**src/rtl/pcpu_pkg.sv**
```systemverilog
// Shared PCPU definitions: opcode constants and the imem sequencer FSM encoding.
// Latency: none, this file holds constants and types only.
// Backpressure: none.
package pcpu_pkg;

    localparam logic [4:0] OP_NOP   = 5'd0;
    localparam logic [4:0] OP_HALT  = 5'd1;
    localparam logic [4:0] OP_LOAD  = 5'd2;
    localparam logic [4:0] OP_STORE = 5'd3;
    localparam logic [4:0] OP_LDIH  = 5'd4;
    localparam logic [4:0] OP_ADD   = 5'd5;
    localparam logic [4:0] OP_ADDI  = 5'd6;
    localparam logic [4:0] OP_ADDC  = 5'd7;
    localparam logic [4:0] OP_SUB   = 5'd8;
    localparam logic [4:0] OP_SUBI  = 5'd9;
    localparam logic [4:0] OP_SUBC  = 5'd10;
    localparam logic [4:0] OP_CMP   = 5'd11;
    localparam logic [4:0] OP_AND   = 5'd12;
    localparam logic [4:0] OP_OR    = 5'd13;
    localparam logic [4:0] OP_XOR   = 5'd14;
    localparam logic [4:0] OP_SLL   = 5'd15;
    localparam logic [4:0] OP_SRL   = 5'd16;
    localparam logic [4:0] OP_SLA   = 5'd17;
    localparam logic [4:0] OP_SRA   = 5'd18;
    localparam logic [4:0] OP_JUMP  = 5'd19;
    localparam logic [4:0] OP_JMPR  = 5'd20;
    localparam logic [4:0] OP_BZ    = 5'd21;
    localparam logic [4:0] OP_BNZ   = 5'd22;
    localparam logic [4:0] OP_BN    = 5'd23;
    localparam logic [4:0] OP_BNN   = 5'd24;
    localparam logic [4:0] OP_BC    = 5'd25;
    localparam logic [4:0] OP_BNC   = 5'd26;

    typedef enum logic [2:0] {
        ST_IDLE  = 3'd0,
        ST_LOAD  = 3'd1,
        ST_READY = 3'd2,
        ST_RUN   = 3'd3,
        ST_HALT  = 3'd4
    } seq_state_t;

endpackage

```
**src/rtl/pcpu_imem_sequencer_if.sv**
```systemverilog
// Loader, control and CPU-facing signals of the imem sequencer.
// Latency: none, wiring only.
// Backpressure: ld_ready throttles the loader; the CPU side has none.
interface pcpu_imem_sequencer_if #(
    parameter int IW = 16,
    parameter int AW = 8,
    parameter int CW = 16
);
    logic          ld_valid;
    logic          ld_ready;
    logic [IW-1:0] ld_data;
    logic          ld_last;
    logic          prog_clr;
    logic          start;
    logic          step_mode;
    logic          step;
    logic [AW-1:0] pc;
    logic [IW-1:0] i_datain;
    logic          cpu_enable;
    logic          cpu_start;
    logic          halted;
    logic [2:0]    state;
    logic [AW:0]   prog_len;
    logic [CW-1:0] instr_count;

    // Loader / test driver / CPU side.
    modport master (
        output ld_valid, ld_data, ld_last, prog_clr, start, step_mode, step, pc,
        input  ld_ready, i_datain, cpu_enable, cpu_start, halted, state,
               prog_len, instr_count
    );

    // Sequencer side.
    modport slave (
        input  ld_valid, ld_data, ld_last, prog_clr, start, step_mode, step, pc,
        output ld_ready, i_datain, cpu_enable, cpu_start, halted, state,
               prog_len, instr_count
    );
endinterface

```
**src/rtl/pcpu_imem.sv**
```systemverilog
// Program store: 2^AW x IW RAM, synchronous write, asynchronous read.
// Latency: write lands at the clock edge, visible on rdata right after it.
// Backpressure: none, accepts a write every cycle.
module pcpu_imem #(
    parameter int IW = 16,
    parameter int AW = 8
) (
    input  logic          clk,
    input  logic          we,
    input  logic [AW-1:0] waddr,
    input  logic [IW-1:0] wdata,
    input  logic [AW-1:0] raddr,
    output logic [IW-1:0] rdata
);
    logic [IW-1:0] mem [2**AW];

    // Contents are deliberately not reset; prog_len gates what is visible.
    always_ff @(posedge clk) begin
        if (we) begin
            mem[waddr] <= wdata;
        end
    end

    assign rdata = mem[raddr];
endmodule

```
**src/rtl/pcpu_imem_sequencer.sv**
```systemverilog
// Loads a program over valid/ready, then feeds the CPU from pc with free-run/step and HALT detect.
// Latency: write visible after its edge; start -> RUN/cpu_start/enable next cycle; step -> one enable next cycle.
// Backpressure: ld_ready low outside IDLE/LOAD or when the store is full.
module pcpu_imem_sequencer
    import pcpu_pkg::*;
#(
    parameter int             IW      = 16,
    parameter int             AW      = 8,
    parameter int             OPW     = 5,
    parameter logic [OPW-1:0] HALT_OP = OP_HALT,
    parameter int             CW      = 16
) (
    input  logic                 clk,
    input  logic                 reset,
    pcpu_imem_sequencer_if.slave bus
);
    localparam logic [AW:0] LAST_ADDR = {1'b0, {AW{1'b1}}};

    seq_state_t    state_q;
    logic [AW:0]   prog_len_q;
    logic [CW-1:0] count_q;
    logic          enable_q;
    logic          start_q;
    logic          halted_q;

    logic          ld_acc;
    logic          en_next;
    logic          is_halt;
    logic [IW-1:0] rd_word;

    // Only IDLE/LOAD take words, and never beyond the top of the store.
    assign bus.ld_ready = ((state_q == ST_IDLE) || (state_q == ST_LOAD)) && !prog_len_q[AW];
    // A clear in the same cycle wins over the handshake, so nothing is written.
    assign ld_acc  = bus.ld_valid && bus.ld_ready && !bus.prog_clr;
    // Free mode enables every cycle; step mode only the cycle after a sampled step.
    assign en_next = !bus.step_mode || bus.step;
    assign is_halt = (bus.i_datain[IW-1 -: OPW] == HALT_OP);

    pcpu_imem #(.IW(IW), .AW(AW)) u_imem (
        .clk   (clk),
        .we    (ld_acc),
        .waddr (prog_len_q[AW-1:0]),
        .wdata (bus.ld_data),
        .raddr (bus.pc),
        .rdata (rd_word)
    );

    // Addresses past the loaded program read as NOP, also hiding stale RAM.
    assign bus.i_datain = ({1'b0, bus.pc} < prog_len_q) ? rd_word : '0;

    // Sequencer FSM with registered CPU controls and counters.
    always_ff @(posedge clk or posedge reset) begin
        if (reset) begin
            state_q    <= ST_IDLE;
            prog_len_q <= '0;
            count_q    <= '0;
            enable_q   <= 1'b0;
            start_q    <= 1'b0;
            halted_q   <= 1'b0;
        end else begin
            start_q <= 1'b0;
            if (bus.prog_clr) begin
                state_q    <= ST_IDLE;
                prog_len_q <= '0;
                count_q    <= '0;
                enable_q   <= 1'b0;
                halted_q   <= 1'b0;
            end else begin
                case (state_q)
                    ST_IDLE: begin
                        if (ld_acc) begin
                            prog_len_q <= (AW+1)'(1);
                            state_q    <= (bus.ld_last || prog_len_q == LAST_ADDR) ? ST_READY : ST_LOAD;
                        end
                    end
                    ST_LOAD: begin
                        if (ld_acc) begin
                            prog_len_q <= prog_len_q + (AW+1)'(1);
                            if (bus.ld_last || prog_len_q == LAST_ADDR) begin
                                state_q <= ST_READY;
                            end
                        end
                    end
                    ST_READY, ST_HALT: begin
                        if (bus.start) begin
                            state_q  <= ST_RUN;
                            start_q  <= 1'b1;
                            halted_q <= 1'b0;
                            count_q  <= '0;
                            enable_q <= en_next;
                        end
                    end
                    ST_RUN: begin
                        if (enable_q && count_q != {CW{1'b1}}) begin
                            count_q <= count_q + CW'(1);
                        end
                        // The HALT fetch itself is an enabled, counted cycle.
                        if (enable_q && is_halt) begin
                            state_q  <= ST_HALT;
                            halted_q <= 1'b1;
                            enable_q <= 1'b0;
                        end else begin
                            enable_q <= en_next;
                        end
                    end
                    default: begin
                        state_q <= ST_IDLE;
                    end
                endcase
            end
        end
    end

    assign bus.state       = state_q;
    assign bus.prog_len    = prog_len_q;
    assign bus.instr_count = count_q;
    assign bus.cpu_enable  = enable_q;
    assign bus.cpu_start   = start_q;
    assign bus.halted      = halted_q;
endmodule

```
**src/flat_wrapper.sv**
```systemverilog
// flat-port wrapper written by rule: the top's interface ports become plain ports
module pcpu_imem_sequencer_flat import pcpu_pkg::*;
#(
    parameter int             IW      = 16,
    parameter int             AW      = 8,
    parameter int             OPW     = 5,
    parameter logic [OPW-1:0] HALT_OP = OP_HALT,
    parameter int             CW      = 16
)
  (clk, reset, bus_ld_valid, bus_ld_data, bus_ld_last, bus_prog_clr, bus_start, bus_step_mode, bus_step, bus_pc, bus_ld_ready, bus_i_datain, bus_cpu_enable, bus_cpu_start, bus_halted, bus_state, bus_prog_len, bus_instr_count);
  pcpu_imem_sequencer_if #(.IW(IW), .AW(AW), .CW(CW)) bus_i ();
  input  logic clk;
  input  logic reset;
  input wire logic [$bits(bus_i.ld_valid)-1:0] bus_ld_valid;
  input wire logic [$bits(bus_i.ld_data)-1:0] bus_ld_data;
  input wire logic [$bits(bus_i.ld_last)-1:0] bus_ld_last;
  input wire logic [$bits(bus_i.prog_clr)-1:0] bus_prog_clr;
  input wire logic [$bits(bus_i.start)-1:0] bus_start;
  input wire logic [$bits(bus_i.step_mode)-1:0] bus_step_mode;
  input wire logic [$bits(bus_i.step)-1:0] bus_step;
  input wire logic [$bits(bus_i.pc)-1:0] bus_pc;
  output wire logic [$bits(bus_i.ld_ready)-1:0] bus_ld_ready;
  output wire logic [$bits(bus_i.i_datain)-1:0] bus_i_datain;
  output wire logic [$bits(bus_i.cpu_enable)-1:0] bus_cpu_enable;
  output wire logic [$bits(bus_i.cpu_start)-1:0] bus_cpu_start;
  output wire logic [$bits(bus_i.halted)-1:0] bus_halted;
  output wire logic [$bits(bus_i.state)-1:0] bus_state;
  output wire logic [$bits(bus_i.prog_len)-1:0] bus_prog_len;
  output wire logic [$bits(bus_i.instr_count)-1:0] bus_instr_count;
  assign bus_i.ld_valid = bus_ld_valid;
  assign bus_i.ld_data = bus_ld_data;
  assign bus_i.ld_last = bus_ld_last;
  assign bus_i.prog_clr = bus_prog_clr;
  assign bus_i.start = bus_start;
  assign bus_i.step_mode = bus_step_mode;
  assign bus_i.step = bus_step;
  assign bus_i.pc = bus_pc;
  assign bus_ld_ready = bus_i.ld_ready;
  assign bus_i_datain = bus_i.i_datain;
  assign bus_cpu_enable = bus_i.cpu_enable;
  assign bus_cpu_start = bus_i.cpu_start;
  assign bus_halted = bus_i.halted;
  assign bus_state = bus_i.state;
  assign bus_prog_len = bus_i.prog_len;
  assign bus_instr_count = bus_i.instr_count;
  pcpu_imem_sequencer #(.IW(IW), .AW(AW), .OPW(OPW), .HALT_OP(HALT_OP), .CW(CW)) u_core (.clk(clk), .reset(reset), .bus(bus_i));
endmodule
```
**config.mk**
```make
export PLATFORM = sky130hd
export DESIGN_NAME = pcpu_imem_sequencer_flat
export DESIGN_NICKNAME = d
export VERILOG_FILES = /design/src/rtl/pcpu_pkg.sv /design/src/rtl/pcpu_imem_sequencer_if.sv /design/src/rtl/pcpu_imem.sv /design/src/rtl/pcpu_imem_sequencer.sv /design/src/flat_wrapper.sv
export SDC_FILE = /design/constraint.sdc
export NUM_CORES = 2
export LEC_CHECK = 0
export BUFFER_PORTS_ARGS = -buffer_cell sky130_fd_sc_hd__buf_4
export CORE_ASPECT_RATIO = 1.1
export CORE_UTILIZATION = 34
export DETAILED_ROUTE_END_ITERATION = 10
export MAX_ROUTING_LAYER = met4
export PLACE_DENSITY_LB_ADDON = 0.12
export SKIP_LAST_GASP = 1
export SYNTH_ARGS = -nofsm -noshare
export SYNTH_HDL_FRONTEND = slang
export SYNTH_SLANG_ARGS = --single-unit
```
**constraint.sdc**
```tcl
create_clock -name clk -period 4.6 [get_ports clk]
set_input_delay 0 -clock clk [delete_from_list [all_inputs] [get_ports clk]]
set_output_delay 0 -clock clk [all_outputs]
set_load 0.02 [all_outputs]
```
# ---- Word-level counts from Yosys, hierarchy flattened
# Memories as Yosys holds them, arrays and structs flattened.
# Cells that the tools add are included.
# Widths: inputs -> output; s select.
dict set report totals {
  reg_bits 31
  wordCells 73
  ramBits 4096
  mem_count 1
  output_inout_bits 48
  inputBits 32
}
dict set report op_classes {
  order_cmp 1
  n_reduce_logical 20
  eq_ne 13
  addsub 2
  mux 30
}
# name depth width rd rd_clocked_by_memory_dff wr line
set memory_table {}
lappend memory_table {u_core.u_imem.mem 256 16 1 0 1 pcpu_imem.sv:15} ;# logic [IW-1:0] mem [2**AW];
# cell count
set ops {}
lappend ops {{$mux 16} 4}
lappend ops {{$pmux 16 s2} 1}
lappend ops {{$mux 9} 3}
lappend ops {{$mux 3} 6}
lappend ops {{$pmux 9 s2} 1}
lappend ops {{$add 16x1->16 const B} 1}
lappend ops {{$ne 16x16->1 const B} 1}
lappend ops {{$ne 3x2->1 const B} 4}
lappend ops {{$pmux 3 s4} 1}
lappend ops {{$mux 1} 11}
lappend ops {{$add 9x1->9 const B} 1}
lappend ops {{$eq 9x8->1 const B} 1}
lappend ops {{$lt 8x9->1} 1}
lappend ops {{$reduce_and 3->1} 3}
lappend ops {{$eq 3x2->1 const B} 2}
lappend ops {{$ne 3x3->1 const B} 2}
lappend ops {{$reduce_bool 3->1} 2}
lappend ops {{$eq 5x1->1 const B} 1}
lappend ops {{$logic_and 1x1->1} 5}
lappend ops {{$reduce_and 5->1} 1}
lappend ops {{$pmux 1 s2} 2}
lappend ops {{$eq 3x1->1 const B} 1}
lappend ops {{$eq 3x3->1 const B} 1}
lappend ops {{$logic_not 1->1} 3}
lappend ops {{other kinds (5)} 7}

# ---- Longest topological paths before layout
dict set report logic_depth {
  depth_word 8
  depth_mapped 16
}

# ---- Hierarchy
# From an unflattened synthesis, not the netlist that was laid out.
dict set report hier_totals {
  hier_cells 7612
  hier_area_um2 160906.8
}
# module instances area_each_um2 cells_per_inst seq_area_each_um2
set modules_own_cells {}
lappend modules_own_cells {pcpu_imem 1 158394.4 7344 122998.0}
lappend modules_own_cells {pcpu_imem_sequencer 1 2512.4 268 775.7}

# ---- Worst setup path after synthesis
# Ideal clock, no wire load.
dict set report synth_path {
  path_kind {reg-to-reg}
  start {reg u_core.state_q[2] (netlist: u_core.bus.state[2])}
  end {mem u_core.u_imem.mem[160][0] (enable)}
  t_required_ns 4.212
  path_stages_with_launch 8
  setup_time_ns 0.388
  path_buffers 2
  arrival_ns 3.154
  path_slack_ns 1.057
  cell_sequence {dfrtp_1 -> clkbuf_1 -> nor3_1 -> nand2_1 -> nor4_1 -> nand2_1 -> clkbuf_1 -> nor2_1}
}
dict set report synth_via {
  elab_chain_cells 7
  elab_cells_between_ends 8
}
# item line
set synth_lines {}
lappend synth_lines {{from (decl)} pcpu_imem_sequencer.sv:19} ;# seq_state_t state_q;
lappend synth_lines {{from (signal assigned)} pcpu_imem_sequencer.sv:73} ;# state_q <= (bus.ld_last || prog_len_q == LAST_ADDR) ? ST_READY : ST_LOAD;
lappend synth_lines {{$eq 3x1->1 / $logic_not 3->1 (equally long branches)} pcpu_imem_sequencer.sv:32} ;# assign bus.ld_ready = ((state_q == ST_IDLE) || (state_q == ST_LOAD)) && !prog_len_q[AW];
lappend synth_lines {{$logic_or 1x1->1 *} pcpu_imem_sequencer.sv:32}
lappend synth_lines {{$logic_and 1x1->1 *} pcpu_imem_sequencer.sv:32}
lappend synth_lines {{named net bus_ld_ready} flat_wrapper.sv:22} ;# output wire logic [$bits(bus_i.ld_ready)-1:0] bus_ld_ready;
lappend synth_lines {{$logic_and 1x1->1 * (2 in series)} pcpu_imem_sequencer.sv:34} ;# assign ld_acc = bus.ld_valid && bus.ld_ready && !bus.prog_clr;
lappend synth_lines {{$mux 1 *} pcpu_imem.sv:19} ;# if (we) begin
lappend synth_lines {{$mux 1 (not written as such) *} pcpu_imem.sv:20} ;# mem[waddr] <= wdata;
lappend synth_lines {{to (decl)} pcpu_imem.sv:15}
# The timed path passes the listed nets; every way through them passes the cells marked *.

# ---- Worst setup path after layout
dict set report layout_path {
  start {mem u_core.u_imem.mem[251][14]}
  end {out bus_i_datain[14]}
}
dict set report layout_via {
  elab_chain_cells 2
}
# item line
set layout_lines {}
lappend layout_lines {{$mem_v2 256x16} -}
lappend layout_lines {{$mux 16} pcpu_imem_sequencer.sv:49} ;# assign bus.i_datain = ({1'b0, bus.pc} < prog_len_q) ? rd_word : '0;
lappend layout_lines {{to (decl)} flat_wrapper.sv:23} ;# output wire logic [$bits(bus_i.i_datain)-1:0] bus_i_datain;
# Every way passes these cells.

==> flow_summary.json <==
{
  "final_hold_viol_count": 0,
  "met2_usage": 0.342,
  "ys_seq_area_frac": 0.781,
  "yosysTopAreaCell": "edfxtp_1",
  "grtUsageMet1": 0.278,
  "rsz0062_at_grt": "false",
  "final_cells": 14100,
  "async_flop_share": 0.00751,
  "place_area_um2": 172000,
  "syn-cell-area_um2": 159000,
  "placed_cells": 13200,
  "cp-start-kind": "register",
  "wl_per_cell_um": 34.2,
  "synth_area_per_cell_um2": 23.9,
  "p_per_area_nw_per_um2": 430,
  "grt_usage": 0.209,
  "fin_crit_sh": 0.911,
  "antenna_found_initial": 36,
  "min_path_type": "in2reg",
  "drtIter0Drc": 7942,
  "routed_via_density": 5.35,
  "synth_top_cell_area_share": 0.776,
  "r2r-end": "u_core.bus.cpu_enable$_DFFE_PP0P_",
  "cts_tree": "yes",
  "synth_area_leaders": "edfxtp_1 78%, mux4_2 18%, nor2_1 0.80%",
  "initial_utilization": 0.342,
  "rrSetupSlack_ps": 810,
  "reg2reg_from": "u_core.u_imem.mem[167][13]$_DFFE_PP_",
  "htreeDepth": 5,
  "setup_viol": 0,
  "grt_start_max_net_pins": 223,
  "final_nets": 7490,
  "ir_worst_vdd_v": 0.000400,
  "cp_max_fo": 2,
  "vias": 75300,
  "cts_setup_buffers": 0,
  "clock_latency_ps": 1030,
  "synthToLayoutAreaGrowth_pct": 17.3,
  "grt_pass1_vias": 78000,
  "postCtsHoldBufs": 42,
  "core_um2": 464000,
  "run_status": "finished with violations",
  "first_pass_iters": 5,
  "final_cell_mix": "4096 x edfxtp_1, 1261 x mux4_2, 590 x buf_4, 439 x clkbuf_16, 201 x nor2_2",
  "clkSlewWorstSetupHoldPaths_ps": 60,
  "met3_usage": 0.0342,
  "crit_path_end": "bus_i_datain[14]",
  "r2r_cells": 14,
  "drc": 0,
  "max_freq_mhz": 239,
  "numCtsBuffers": 435,
  "dp_hpwl_mm": 296,
  "cts-root-buf": "clkbuf_16",
  "cp.required_ps": 4600,
  "die_h_um": 718,
  "hold_ws_ps": 83.4,
  "dieArea_um2": 469000,
  "die_x_um": 653,
  "arrival_ps": 4190,
  "synth_top_flop_cell": "edfxtp_1",
  "grt_overflow": 0,
  "yosysUniqueCellTypes": 62,
  "drive_gt1_frac": 0.354,
  "ctsResizeCount": 0,
  "ctsLongestPathBuffers": 4,
  "io_pins": 80,
  "rows": 262,
  "place_ws_ps": 16.2,
  "ys_warn_count": 0,
  "design_area_um2": 186000,
  "hp-start": "bus_ld_data[0]",
  "wirelength_mm": 481,
  "final_common_cell": "edfxtp_1",
  "maxSlewViolCount": 83,
  "relSlewSlack": -0.0652,
  "grt_pass1_wl_mm": 662,
  "path_class": "reg2out",
  "violations": "slew limit",
  "io_buffers": 79,
  "drv_cap": 0,
  "gr-max-usage-layer": "met2",
  "worstMarginPinSlew_ps": 1600,
  "leakage_nw": 57.6,
  "syn_inst": 6635,
  "cp-end-kind": "primary output",
  "period_minus_slack_ps": 4190,
  "ant_nets": 0,
  "crit_path_start": "u_core.u_imem.mem[251][14]$_DFFE_PP_",
  "synth_edf_count": 4096,
  "skew_ps": 110,
  "gp_congestion": 0.889,
  "syn_nets": 6680,
  "ys_seq_elements": 4127,
  "setup_slack_ps": 409,
  "cts.sinks": 4127
}
synthesized netlist by cell type, types with 3 or more instances:
| library cell | n |
|---|---|
| a211oi_1 | 7 |
| or3_1 | 8 |
| buf_4 | 23 |
| nand2b_1 | 10 |
| and3_1 | 8 |
| nand2_1 | 140 |
| mux4_2 | 1261 |
| xnor2_1 | 5 |
| nand4_1 | 9 |
| nor2b_1 | 23 |
| mux2_2 | 4 |
| nand3_1 | 24 |
| a311oi_1 | 5 |
| a21oi_1 | 28 |
| a221oi_1 | 6 |
| or4_1 | 3 |
| edfxtp_1 | 4096 |
| o221ai_1 | 6 |
| o2111ai_1 | 11 |
| buf_1 | 44 |
| nor4_1 | 15 |
| a22oi_1 | 19 |
| dfrtp_1 | 31 |
| o22ai_1 | 28 |
| xor2_1 | 9 |
| inv_1 | 13 |
| ha_1 | 13 |
| o21ai_0 | 24 |
| buf_6 | 7 |
| and4_1 | 3 |
| a2111oi_0 | 4 |
| o31ai_1 | 6 |
| mux2i_1 | 48 |
| a21o_1 | 5 |
| buf_2 | 113 |
| o211ai_1 | 6 |
| clkbuf_1 | 171 |
| a31oi_1 | 12 |
| nor2_1 | 336 |
| nor3_1 | 23 |
how the worst min path moves through the flow:
| stage | to | slack (ps) | cells after the start |
|---|---|---|---|
| 2_1_floorplan | u_core.bus.cpu_enable$_DFFE_PP0P_ | 100 | 1 |
| 3_3_place_gp | u_core.bus.cpu_start$_DFF_PP0_ | 110 | 3 |
| 3_5_place_dp | u_core.bus.cpu_start$_DFF_PP0_ | 130 | 3 |
| 4_1_cts | u_core.u_imem.mem[186][5]$_DFFE_PP_ | 10 | 2 |
| 5_1_grt | u_core.u_imem.mem[186][5]$_DFFE_PP_ | 60 | 2 |
| 6_report | u_core.u_imem.mem[111][0]$_DFFE_PP_ | 80 | 2 |
kinds of logic after synthesis:
group | synth area share
mux | 0.182
simple gates | 0.0166
flops | 0.781
fa+ha+maj | 0.00103
xor+xnor | 0.000774
compound gates | 0.00776
buf+inv | 0.0106
metrics by stage:
| step | utilization | setup TNS, ps | power [mW] |
|---|---|---|---|
| 4_1_cts | 0.401 | 0 | 80.9 |
| 3_5_place_dp | 0.370 | 0 | 46.5 |
| 6_report | 0.401 | 0 | 80.1 |
| 5_1_grt | 0.401 | 0 | 82.4 |
| 3_3_place_gp | 0.370 | -2670 | 46.5 |
| 2_1_floorplan | - | 0 | 44.2 |
per-layer routing:
metal,vias up,share of wire
li1,30300,-
met1,42200,0.42
met2,2356,0.50
met3,529,0.061
met4,0,0.020
met5,-,0
worst max-delay path: stages (launching register included):
cell	delay, ps
edfxtp_1	320
mux4_2	240
mux2i_1	140
and3_1	240
nor4_1	1030
o32a_1	370
buf_12	120
o2111ai_1	210
buf_4	270
nor2_1	130
buf_4	160
flip-flops by register name, summed over array words and instances, names as in the netlist:
register / cells
u_core.u_imem.mem: 4096
u_core.bus.prog_len: 9
u_core.bus.instr_count: 16
u_core.bus.cpu_enable: 1
u_core.bus.cpu_start: 1
u_core.bus.state: 3
u_core.bus.halted: 1
layout make-up:
class | count | area [µm²]
Multi-Input combinational cell | 2134 | 33600
Tap cell | 6204 | 7760
Timing Repair Buffer | 731 | 6760
Antenna cell | 51 | 128
Clock buffer | 535 | 11300
Fill cell | 40900 | 278000
Inverter | 16 | 70.1
Clock inverter | 268 | 2500
Sequential cell | 4127 | 124000
power by group:
| group | leakage [nW] | switching (mW) | total (mW) | internal, mW |
|---|---|---|---|---|
| Combinational | 13.6 | 2.73 | 4.31 | 1.57 |
| Sequential | 37.2 | 0.0261 | 41.4 | 41.4 |
| Clock | 6.72 | 14.8 | 34.4 | 19.5 |
(Power assumes the default switching activity.)
